$ cat config.mk
export PLATFORM = sky130hd
export DESIGN_NAME = lazy_summary_scheduler
export DESIGN_NICKNAME = d
export VERILOG_FILES = /design/src/rtl/lazy_summary_scheduler_pkg.sv /design/src/rtl/lazy_summary_scheduler.sv
export SDC_FILE = /design/constraint.sdc
export NUM_CORES = 1
export LEC_CHECK = 0
export ABC_AREA = 1
export CAP_MARGIN = 20
export CELL_PAD_IN_SITES_DETAIL_PLACEMENT = 0
export CELL_PAD_IN_SITES_GLOBAL_PLACEMENT = 1
export CORE_ASPECT_RATIO = 1.4
export CORE_MARGIN = 2
export CORE_UTILIZATION = 29
export DETAILED_ROUTE_END_ITERATION = 10
export PLACE_DENSITY_LB_ADDON = 0.12
export SLEW_MARGIN = 10
export SYNTH_ARGS = -nofsm -noshare
export SYNTH_HDL_FRONTEND = slang
export SYNTH_SLANG_ARGS = --single-unit
$ cat constraint.sdc
create_clock -name clk -period 1.4 [get_ports clk]
set_input_delay 0.28 -clock clk [delete_from_list [all_inputs] [get_ports clk]]
set_output_delay 0.28 -clock clk [all_outputs]
set_load 0.01 [all_outputs]
$ cat src/rtl/lazy_summary_scheduler_pkg.sv
// rtl/lazy_summary_scheduler_pkg.sv - shared widths, constants and FSM state type for the summary scheduler
package lazy_summary_scheduler_pkg;

    localparam int JOB_LEN         = 64;
    localparam int JOB_LEN_LOG2    = 6;
    localparam int SEQ_LL_BITS     = 8;
    localparam int SEQ_ML_BITS     = 8;
    localparam int SEQ_OFFSET_BITS = 16;
    // move_forward may equal JOB_LEN, so it needs one bit more than a head pointer
    localparam int MOVE_BITS       = JOB_LEN_LOG2 + 1;

    // JOB_LEN expressed in the width of the skip register
    localparam logic [SEQ_ML_BITS-1:0] JOB_LEN_SKIP = SEQ_ML_BITS'(JOB_LEN);

    typedef enum logic [2:0] {
        ST_IDLE  = 3'd0,
        ST_ISSUE = 3'd1,
        ST_WAIT  = 3'd2,
        ST_EMIT  = 3'd3,
        ST_SKIP  = 3'd4
    } state_e;

endpackage

$ cat src/rtl/lazy_summary_scheduler.sv
// rtl/lazy_summary_scheduler.sv - job-by-job match request scheduler that turns engine summaries into sequences
//
// Ports:
//   clk, rst                      clock, synchronous active-high reset
//   i_job_valid/o_job_ready       new-job handshake, i_job_delim marks last job of a block
//   o_match_valid/i_match_ready   one match request at a time, with head pointer and delim
//   i_summary_*                   engine summary strobe and fields (only legal while waiting)
//   o_seq_valid/i_seq_ready       sequence output with ll/ml/offset/eoj/delim
//   o_busy, o_err                 not idle, sticky protocol error
module lazy_summary_scheduler
    import lazy_summary_scheduler_pkg::*;
(
    input  logic                       clk,
    input  logic                       rst,
    input  logic                       i_job_valid,
    output logic                       o_job_ready,
    input  logic                       i_job_delim,
    output logic                       o_match_valid,
    input  logic                       i_match_ready,
    output logic [JOB_LEN_LOG2-1:0]    o_match_head_ptr,
    output logic                       o_match_delim,
    input  logic                       i_summary_done,
    input  logic [SEQ_LL_BITS-1:0]     i_summary_ll,
    input  logic [SEQ_ML_BITS-1:0]     i_summary_ml,
    input  logic [SEQ_OFFSET_BITS-1:0] i_summary_offset,
    input  logic                       i_summary_eoj,
    input  logic [SEQ_ML_BITS-1:0]     i_summary_overlap_len,
    input  logic                       i_summary_move_to_next_job,
    input  logic [MOVE_BITS-1:0]       i_summary_move_forward,
    output logic                       o_seq_valid,
    input  logic                       i_seq_ready,
    output logic [SEQ_LL_BITS-1:0]     o_seq_ll,
    output logic [SEQ_ML_BITS-1:0]     o_seq_ml,
    output logic [SEQ_OFFSET_BITS-1:0] o_seq_offset,
    output logic                       o_seq_eoj,
    output logic                       o_seq_delim,
    output logic                       o_busy,
    output logic                       o_err
);

    state_e                     state_q, state_d;
    logic [JOB_LEN_LOG2-1:0]    head_q, head_d;
    logic [SEQ_ML_BITS-1:0]     skip_q, skip_d;
    logic                       job_delim_q, job_delim_d;
    logic                       err_q, err_d;

    // captured summary
    logic [SEQ_LL_BITS-1:0]     ll_q, ll_d;
    logic [SEQ_ML_BITS-1:0]     ml_q, ml_d;
    logic [SEQ_OFFSET_BITS-1:0] off_q, off_d;
    logic                       eoj_q, eoj_d;
    logic [SEQ_ML_BITS-1:0]     ovl_q, ovl_d;
    logic                       mtnj_q, mtnj_d;
    // move_forward == JOB_LEN wraps to the same head, so only the low bits matter
    logic [JOB_LEN_LOG2-1:0]    mf_q, mf_d;

    always_ff @(posedge clk) begin
        if (rst) begin
            state_q     <= ST_IDLE;
            head_q      <= '0;
            skip_q      <= '0;
            job_delim_q <= 1'b0;
            err_q       <= 1'b0;
            ll_q        <= '0;
            ml_q        <= '0;
            off_q       <= '0;
            eoj_q       <= 1'b0;
            ovl_q       <= '0;
            mtnj_q      <= 1'b0;
            mf_q        <= '0;
        end else begin
            state_q     <= state_d;
            head_q      <= head_d;
            skip_q      <= skip_d;
            job_delim_q <= job_delim_d;
            err_q       <= err_d;
            ll_q        <= ll_d;
            ml_q        <= ml_d;
            off_q       <= off_d;
            eoj_q       <= eoj_d;
            ovl_q       <= ovl_d;
            mtnj_q      <= mtnj_d;
            mf_q        <= mf_d;
        end
    end

    always_comb begin
        state_d     = state_q;
        head_d      = head_q;
        skip_d      = skip_q;
        job_delim_d = job_delim_q;
        err_d       = err_q;
        ll_d        = ll_q;
        ml_d        = ml_q;
        off_d       = off_q;
        eoj_d       = eoj_q;
        ovl_d       = ovl_q;
        mtnj_d      = mtnj_q;
        mf_d        = mf_q;

        o_job_ready      = 1'b0;
        o_match_valid    = 1'b0;
        o_match_head_ptr = head_q;
        o_match_delim    = 1'b0;
        o_seq_valid      = 1'b0;
        o_seq_ll         = '0;
        o_seq_ml         = '0;
        o_seq_offset     = '0;
        o_seq_eoj        = 1'b0;
        o_seq_delim      = 1'b0;

        // a strobe while no request is outstanding is dropped and flagged
        if (i_summary_done && (state_q != ST_WAIT)) begin
            err_d = 1'b1;
        end

        case (state_q)
            ST_IDLE: begin
                o_job_ready = 1'b1;
                if (i_job_valid) begin
                    job_delim_d = i_job_delim;
                    if (skip_q < JOB_LEN_SKIP) begin
                        head_d  = skip_q[JOB_LEN_LOG2-1:0];
                        skip_d  = '0;
                        state_d = ST_ISSUE;
                    end else begin
                        state_d = ST_SKIP;
                    end
                end
            end

            ST_ISSUE: begin
                o_match_valid = 1'b1;
                o_match_delim = job_delim_q;
                if (i_match_ready) begin
                    state_d = ST_WAIT;
                end
            end

            ST_WAIT: begin
                if (i_summary_done) begin
                    ll_d   = i_summary_ll;
                    ml_d   = i_summary_ml;
                    off_d  = i_summary_offset;
                    eoj_d  = i_summary_eoj;
                    ovl_d  = i_summary_overlap_len;
                    mtnj_d = i_summary_move_to_next_job;
                    mf_d   = i_summary_move_forward[JOB_LEN_LOG2-1:0];
                    // zero progress within a job would livelock: end the job instead
                    if ((i_summary_move_forward == '0) && !i_summary_move_to_next_job) begin
                        err_d  = 1'b1;
                        eoj_d  = 1'b1;
                        mtnj_d = 1'b1;
                    end
                    state_d = ST_EMIT;
                end
            end

            ST_EMIT: begin
                o_seq_valid  = 1'b1;
                o_seq_ll     = ll_q;
                o_seq_ml     = ml_q;
                o_seq_offset = off_q;
                o_seq_eoj    = eoj_q;
                o_seq_delim  = job_delim_q && eoj_q;
                if (i_seq_ready) begin
                    if (!mtnj_q) begin
                        head_d  = head_q + mf_q;
                        state_d = ST_ISSUE;
                    end else begin
                        skip_d  = job_delim_q ? '0 : ovl_q;
                        state_d = ST_IDLE;
                    end
                end
            end

            ST_SKIP: begin
                o_seq_valid = 1'b1;
                o_seq_eoj   = 1'b1;
                o_seq_delim = job_delim_q;
                if (i_seq_ready) begin
                    skip_d  = job_delim_q ? '0 : (skip_q - JOB_LEN_SKIP);
                    state_d = ST_IDLE;
                end
            end

            default: begin
                state_d = ST_IDLE;
            end
        endcase
    end

    assign o_busy = (state_q != ST_IDLE);
    assign o_err  = err_q;

endmodule

# Word-level counts from Yosys, hierarchy flattened
# Cells that the tools add are included.
[totals] output_inout_bits=46 latch_bits=0 n_memories=0 romBits=0 mem_bits_rw=0 reg_bits=67 in_bits=56
[classes] magnitude_cmp=1 reduce_logical=15 div=0 eq_ne=13 n_mul=0 addsub=2 bitwise=0 mux=36 n_shift=0
[op_table] op="two-way mux 8 bit" count=9
[op_table] op="two-way mux 6 bit" count=4
[op_table] op="one-hot mux 8 bit (3 select lines)" count=1
[op_table] op="two-way mux 3 bit" count=6
[op_table] op="two-way mux 16 bit" count=1
[op_table] op="inequality test 2 bit (second input constant)" count=8
[op_table] op="one-hot mux 3 bit (5 select lines)" count=1
[op_table] op="one-hot mux 6 bit (2 select lines)" count=1
[op_table] op="two-way mux 1 bit" count=11
[op_table] op="AND reduction 5 bit" count=2
[op_table] op="< comparator 8 x 7 -> 1 bit (second input constant)" count=1
[op_table] op="subtractor 8 x 7 -> 8 bit (second input constant)" count=1
[op_table] op="logical NOT 7 bit" count=1
[op_table] op="adder 6 bit" count=1
[op_table] op="equality test 3 x 2 -> 1 bit (second input constant)" count=2
[op_table] op="AND reduction 6 bit" count=1
[op_table] op="nonzero test 3 bit" count=2
[op_table] op="one-hot mux 1 bit (2 select lines)" count=2
[op_table] op="AND reduction 2 bit" count=2
[op_table] op="equality test 3 x 1 -> 1 bit (second input constant)" count=1
[op_table] op="equality test 3 bit (second input constant)" count=1
[op_table] op="logical AND 1 bit" count=3
[op_table] op="logical NOT 3 bit" count=1
[op_table] op="inequality test 3 x 2 -> 1 bit (second input constant)" count=1
[op_table] op="other kinds (3)" count=3

# Depth between registers and ports, before layout
[logic_depth] depth_word=6 mapped_depth=11

# Worst setup path before layout
# No wires, ideal clock.
[synth_timing] kind="register to register" start="register head_q[0], in the netlist o_match_head_ptr[0]" end="register head_q[4], in the netlist o_match_head_ptr[4]" path_buffers=0 stages_incl_launch_ff=12 path_slack_ps=-114 setup_ps=109 arrival_ps=1405 synth_period_minus_slack_ps=1514 path_cell_list="dfxtp_1 ha_1 inv_1 fa_1 inv_1 nand3_1 nand2_1 nand2_1 nand3_1 nand3_1 nand2_1 inv_1"
[synth_via] elab_chain_cells=4
[synth_rtl] item="from (decl)" line_no="lazy_summary_scheduler.sv:42" rtl="logic [JOB_LEN_LOG2-1:0] head_q, head_d;"
[synth_rtl] item="from (signal assigned)" line_no="lazy_summary_scheduler.sv:60" rtl="head_q <= '0;"
[synth_rtl] item="from (signal assigned)" line_no="lazy_summary_scheduler.sv:73" rtl="head_q <= head_d;"
[synth_rtl] item="adder 6 bit" line_no="lazy_summary_scheduler.sv:168" rtl="head_d = head_q + mf_q;"
[synth_rtl] item="two-way mux 6 bit" line_no="lazy_summary_scheduler.sv:167" rtl="if (!mtnj_q) begin"
[synth_rtl] item="two-way mux 6 bit" line_no="lazy_summary_scheduler.sv:166" rtl="if (i_seq_ready) begin"
[synth_rtl] item="one-hot mux 6 bit (2 select lines)" line_no="lazy_summary_scheduler.sv:117" rtl="case (state_q)"
# Every way passes these cells. The select of a mux whose other input is x is not followed.
# A chain may end at the register's enable or synchronous reset.

# Worst setup path after layout
[layout_timing] start="register state_q[1]" end="output port o_seq_offset[15]"
[layout_via] elab_chain_cells=2
[layout_rtl] item="from (decl)" line_no="lazy_summary_scheduler.sv:41" rtl="state_e state_q, state_d;"
[layout_rtl] item="from (signal assigned)" line_no="lazy_summary_scheduler.sv:72" rtl="state_q <= state_d;"
[layout_rtl] item="equality test 3 x 2 -> 1 bit" line_no="lazy_summary_scheduler.sv:117"
[layout_rtl] item="two-way mux 16 bit" line_no="lazy_summary_scheduler.sv:117"
[layout_rtl] item="to (decl)" line_no="lazy_summary_scheduler.sv:34" rtl="output logic [SEQ_OFFSET_BITS-1:0] o_seq_offset,"
# Every way passes these cells.

==> impl_metrics.ini <==
[status]
status = finished, violations left
violations = negative setup slack

[routing]
highest_layer = met4
routedWlPerCell_microns = 13.7
wl_met2_microns = 5620
dr_wl_met3_microns = 446
drt_iter0_markers = 77
wl_microns = 10400
vias_per_cell = 4.51
drt_pre_antenna_iters = 4
drc = 0
antenna_left = 0
wirelength_met1_microns = 4170
num_vias = 3439

[sta]
whs_ns = 0.451
worst_slack_ns = -0.224
max_freq_mhz = 616
finalCritPeriodShare_pct = 116
timing.final.max_slew_violations = 0
final-hold-violation-count = 0
fin_worst_skew_ns = 0.00325
worst-slew-pin-transition_ns = 0.223
finalSetupViolCount = 100
layout_min_cycle_time_ns = 1.62
maxSlewHeadroom_pct = 85.1
rsz0062_at_grt = yes

[logic_synthesis]
syn_inst = 455
synth_area_sq_mm = 0.00318
synth_nets = 518
ys_ff_latch = 67
postSynthAreaPerCell_sq_um = 6.98
ys_warn_count = 0
ys_types = 31
ys_seq_area_share_pct = 42.2

[clock_tree]
cts_tree = yes
clockBufferDepth = 2
cts_sinks = 67
cts_buffers = 9
hold_buffers = 0
clk_latency_ns = 0.33
ctsHtreeMaxLevel = 3
cts.reportedPaths.clkPinSlew_ns = 0.05
cts-root-buf = clkbuf_16

[worst_setup_path]
cp_num_cells = 6
worst_setup_path_start_kind = flip-flop
critPathTopFamily = buffers and inverters
end_kind = output pin
critical_path_arrival_ns = 1.34
criticalPathCategory = flip-flop to output pin
crit_path_max_incr_delay_ns = 0.36
crit_required_ns = 1.12
path_max_fanout = 23
path_cells = inv_2 > nor2_4 > nand2_4 > buf_12 > nor2_1 > buf_2
r2r_cells = 9
crit_buf_inv = 3
cp_slowest_cell = dfxtp_2

[layout]
drive_gt1_share_pct = 39.8
syn_to_final_growth_pct = 76.3
num-nets-final = 679
layout_common_cells = dfxtp_1, inv_1, nor2_1, clkdlybuf4s50_1, nand2_1
num_antenna_cells = 0
final_common_cell = dfxtp_1

[pwr]
powerDensity_mw_per_mm2 = 1690
p_leak_uw = 0.00244
ir_drop_v = 0.00102

[floorplanning]
start_util_pct = 29.5
fp.coreArea_sq_mm = 0.0108
die-height_microns = 128
ios = 102
die_x_microns = 92.5
rows = 45
die_area_sq_mm = 0.0118

[global_route]
grt_remaining_overflow = 0
antenna_found_initial = 0
grt_pass1_wl_microns = 16100
grt_usage_pct = 17.3
grt_pass1_vias = 3337
grt_max_degree = 31

[job]
cap_viol_max_count = 0

[placement]
hpwlAfterDp_microns = 7190
pre_cts_slack_ns = -0.316
portBuffers = 101
gp_congestion = 0.873

[hold_path]
hp-class = flip-flop to flip-flop
min_path_cells = 2
stage by stage:
step	total power, uW	std cells	util, %	setup TNS (ns)	area, sq um
floorplan	4530	455	-	-0.0149	3220
global placement	5960	719	43.5	-22.41	4680
detailed placement	5990	719	43.5	-23.71	4680
CTS	8840	745	47.0	-8.82	5050
global route	10100	762	52.1	-20.16	5600
finish	9480	762	52.1	-13.86	5600
flip-flops by register name (all words and copies together), names as in the netlist:
signal and count:
mtnj_q 1, ml_q 8, o_match_head_ptr 6, state_q 3, mf_q 6, ovl_q 8, skip_q 8, o_err 1
ll_q 8, job_delim_q 1, off_q 16, eoj_q 1
path summary, 6_finish.rpt:
path	startpoint	end	slack (ns)
setup / recovery	state_q[1]$_SDFFE_PP0P_	o_seq_offset[15]	-0.22
setup reg to reg	state_q[1]$_SDFFE_PP0P_	ml_q[4]$_SDFFE_PP0P_	-0.15
hold / removal	off_q[5]$_SDFFE_PP0P_	off_q[5]$_SDFFE_PP0P_	0.45
hold reg to reg	off_q[5]$_SDFFE_PP0P_	off_q[5]$_SDFFE_PP0P_	0.45
per-layer routing:
metal | vias to the layer above | track usage (%)
li1 | 1766 | -
met1 | 1575 | 19.7
met2 | 85 | 31.8
met3 | 13 | 2.23
met4 | 0 | 7.64
met5 | - | 0
where the power goes:
part | leakage [uW] | internal [uW] | switching [uW] | total (uW)
combinational | 0.00175 | 2250 | 2350 | 4610
clock | 0.000139 | 1420 | 819 | 2240
sequential | 0.000549 | 2380 | 249 | 2630
total | 0.00244 | 6060 | 3420 | 9480
Yosys cell counts, drive strengths merged:
cell,n,area share (%)
a21oi,50,8.2
buf,10,2.4
clkbuf,10,1.2
clkinv,1,0.12
dfxtp,67,42
fa,1,0.63
ha,6,2.4
inv,70,8.3
nand2,58,7.7
nand3,19,3.0
nand3b,1,0.24
nor2,93,12
nor3,2,0.47
nor3b,1,0.24
o21ai,62,9.8
o22ai,1,0.20
or2,1,0.20
xnor2,1,0.28
xor2,1,0.28
kinds of logic (layout without fill, tap and decap cells):
logic type	count (synthesis)	count (layout)	synth area share, %
buffers and inverters	91	256	12.1
adders and majority gates	7	7	2.99
DFF	67	67	42.2
xor gates and xnor gates	2	2	0.551
AOI/OAI and AO/OA	113	113	18.2
and+or+nand+nor	175	176	24.0
area by class of cell:
| cell class | count | area (sq um) |
|---|---|---|
| Fill cell | 1037 | 5150 |
| Sequential cell | 67 | 1350 |
| Clock buffer | 12 | 246 |
| Multi-Input combinational cell | 298 | 1870 |
| Timing Repair inverter | 1 | 6.26 |
| Timing Repair Buffer | 168 | 1610 |
| Tap cell | 141 | 176 |
| Clock inverter | 4 | 50.0 |
| Inverter | 71 | 282 |
tightest hold or removal path: cells and delay by family (launching register included):
family,cells,cell delay [ns]
compound gates,1,0.06
flops,1,0.29
buf+inv,1,0.06
timing repair:
action	4_1_cts	5_1_grt
gates cloned	3	7
pin swaps	9	19
setup endpoints to repair	99	104
resized for setup	210	137
setup buffers	7	10
endpoints found under the hold margin	0	0
No activity file was read; power rests on OpenSTA's default activity.
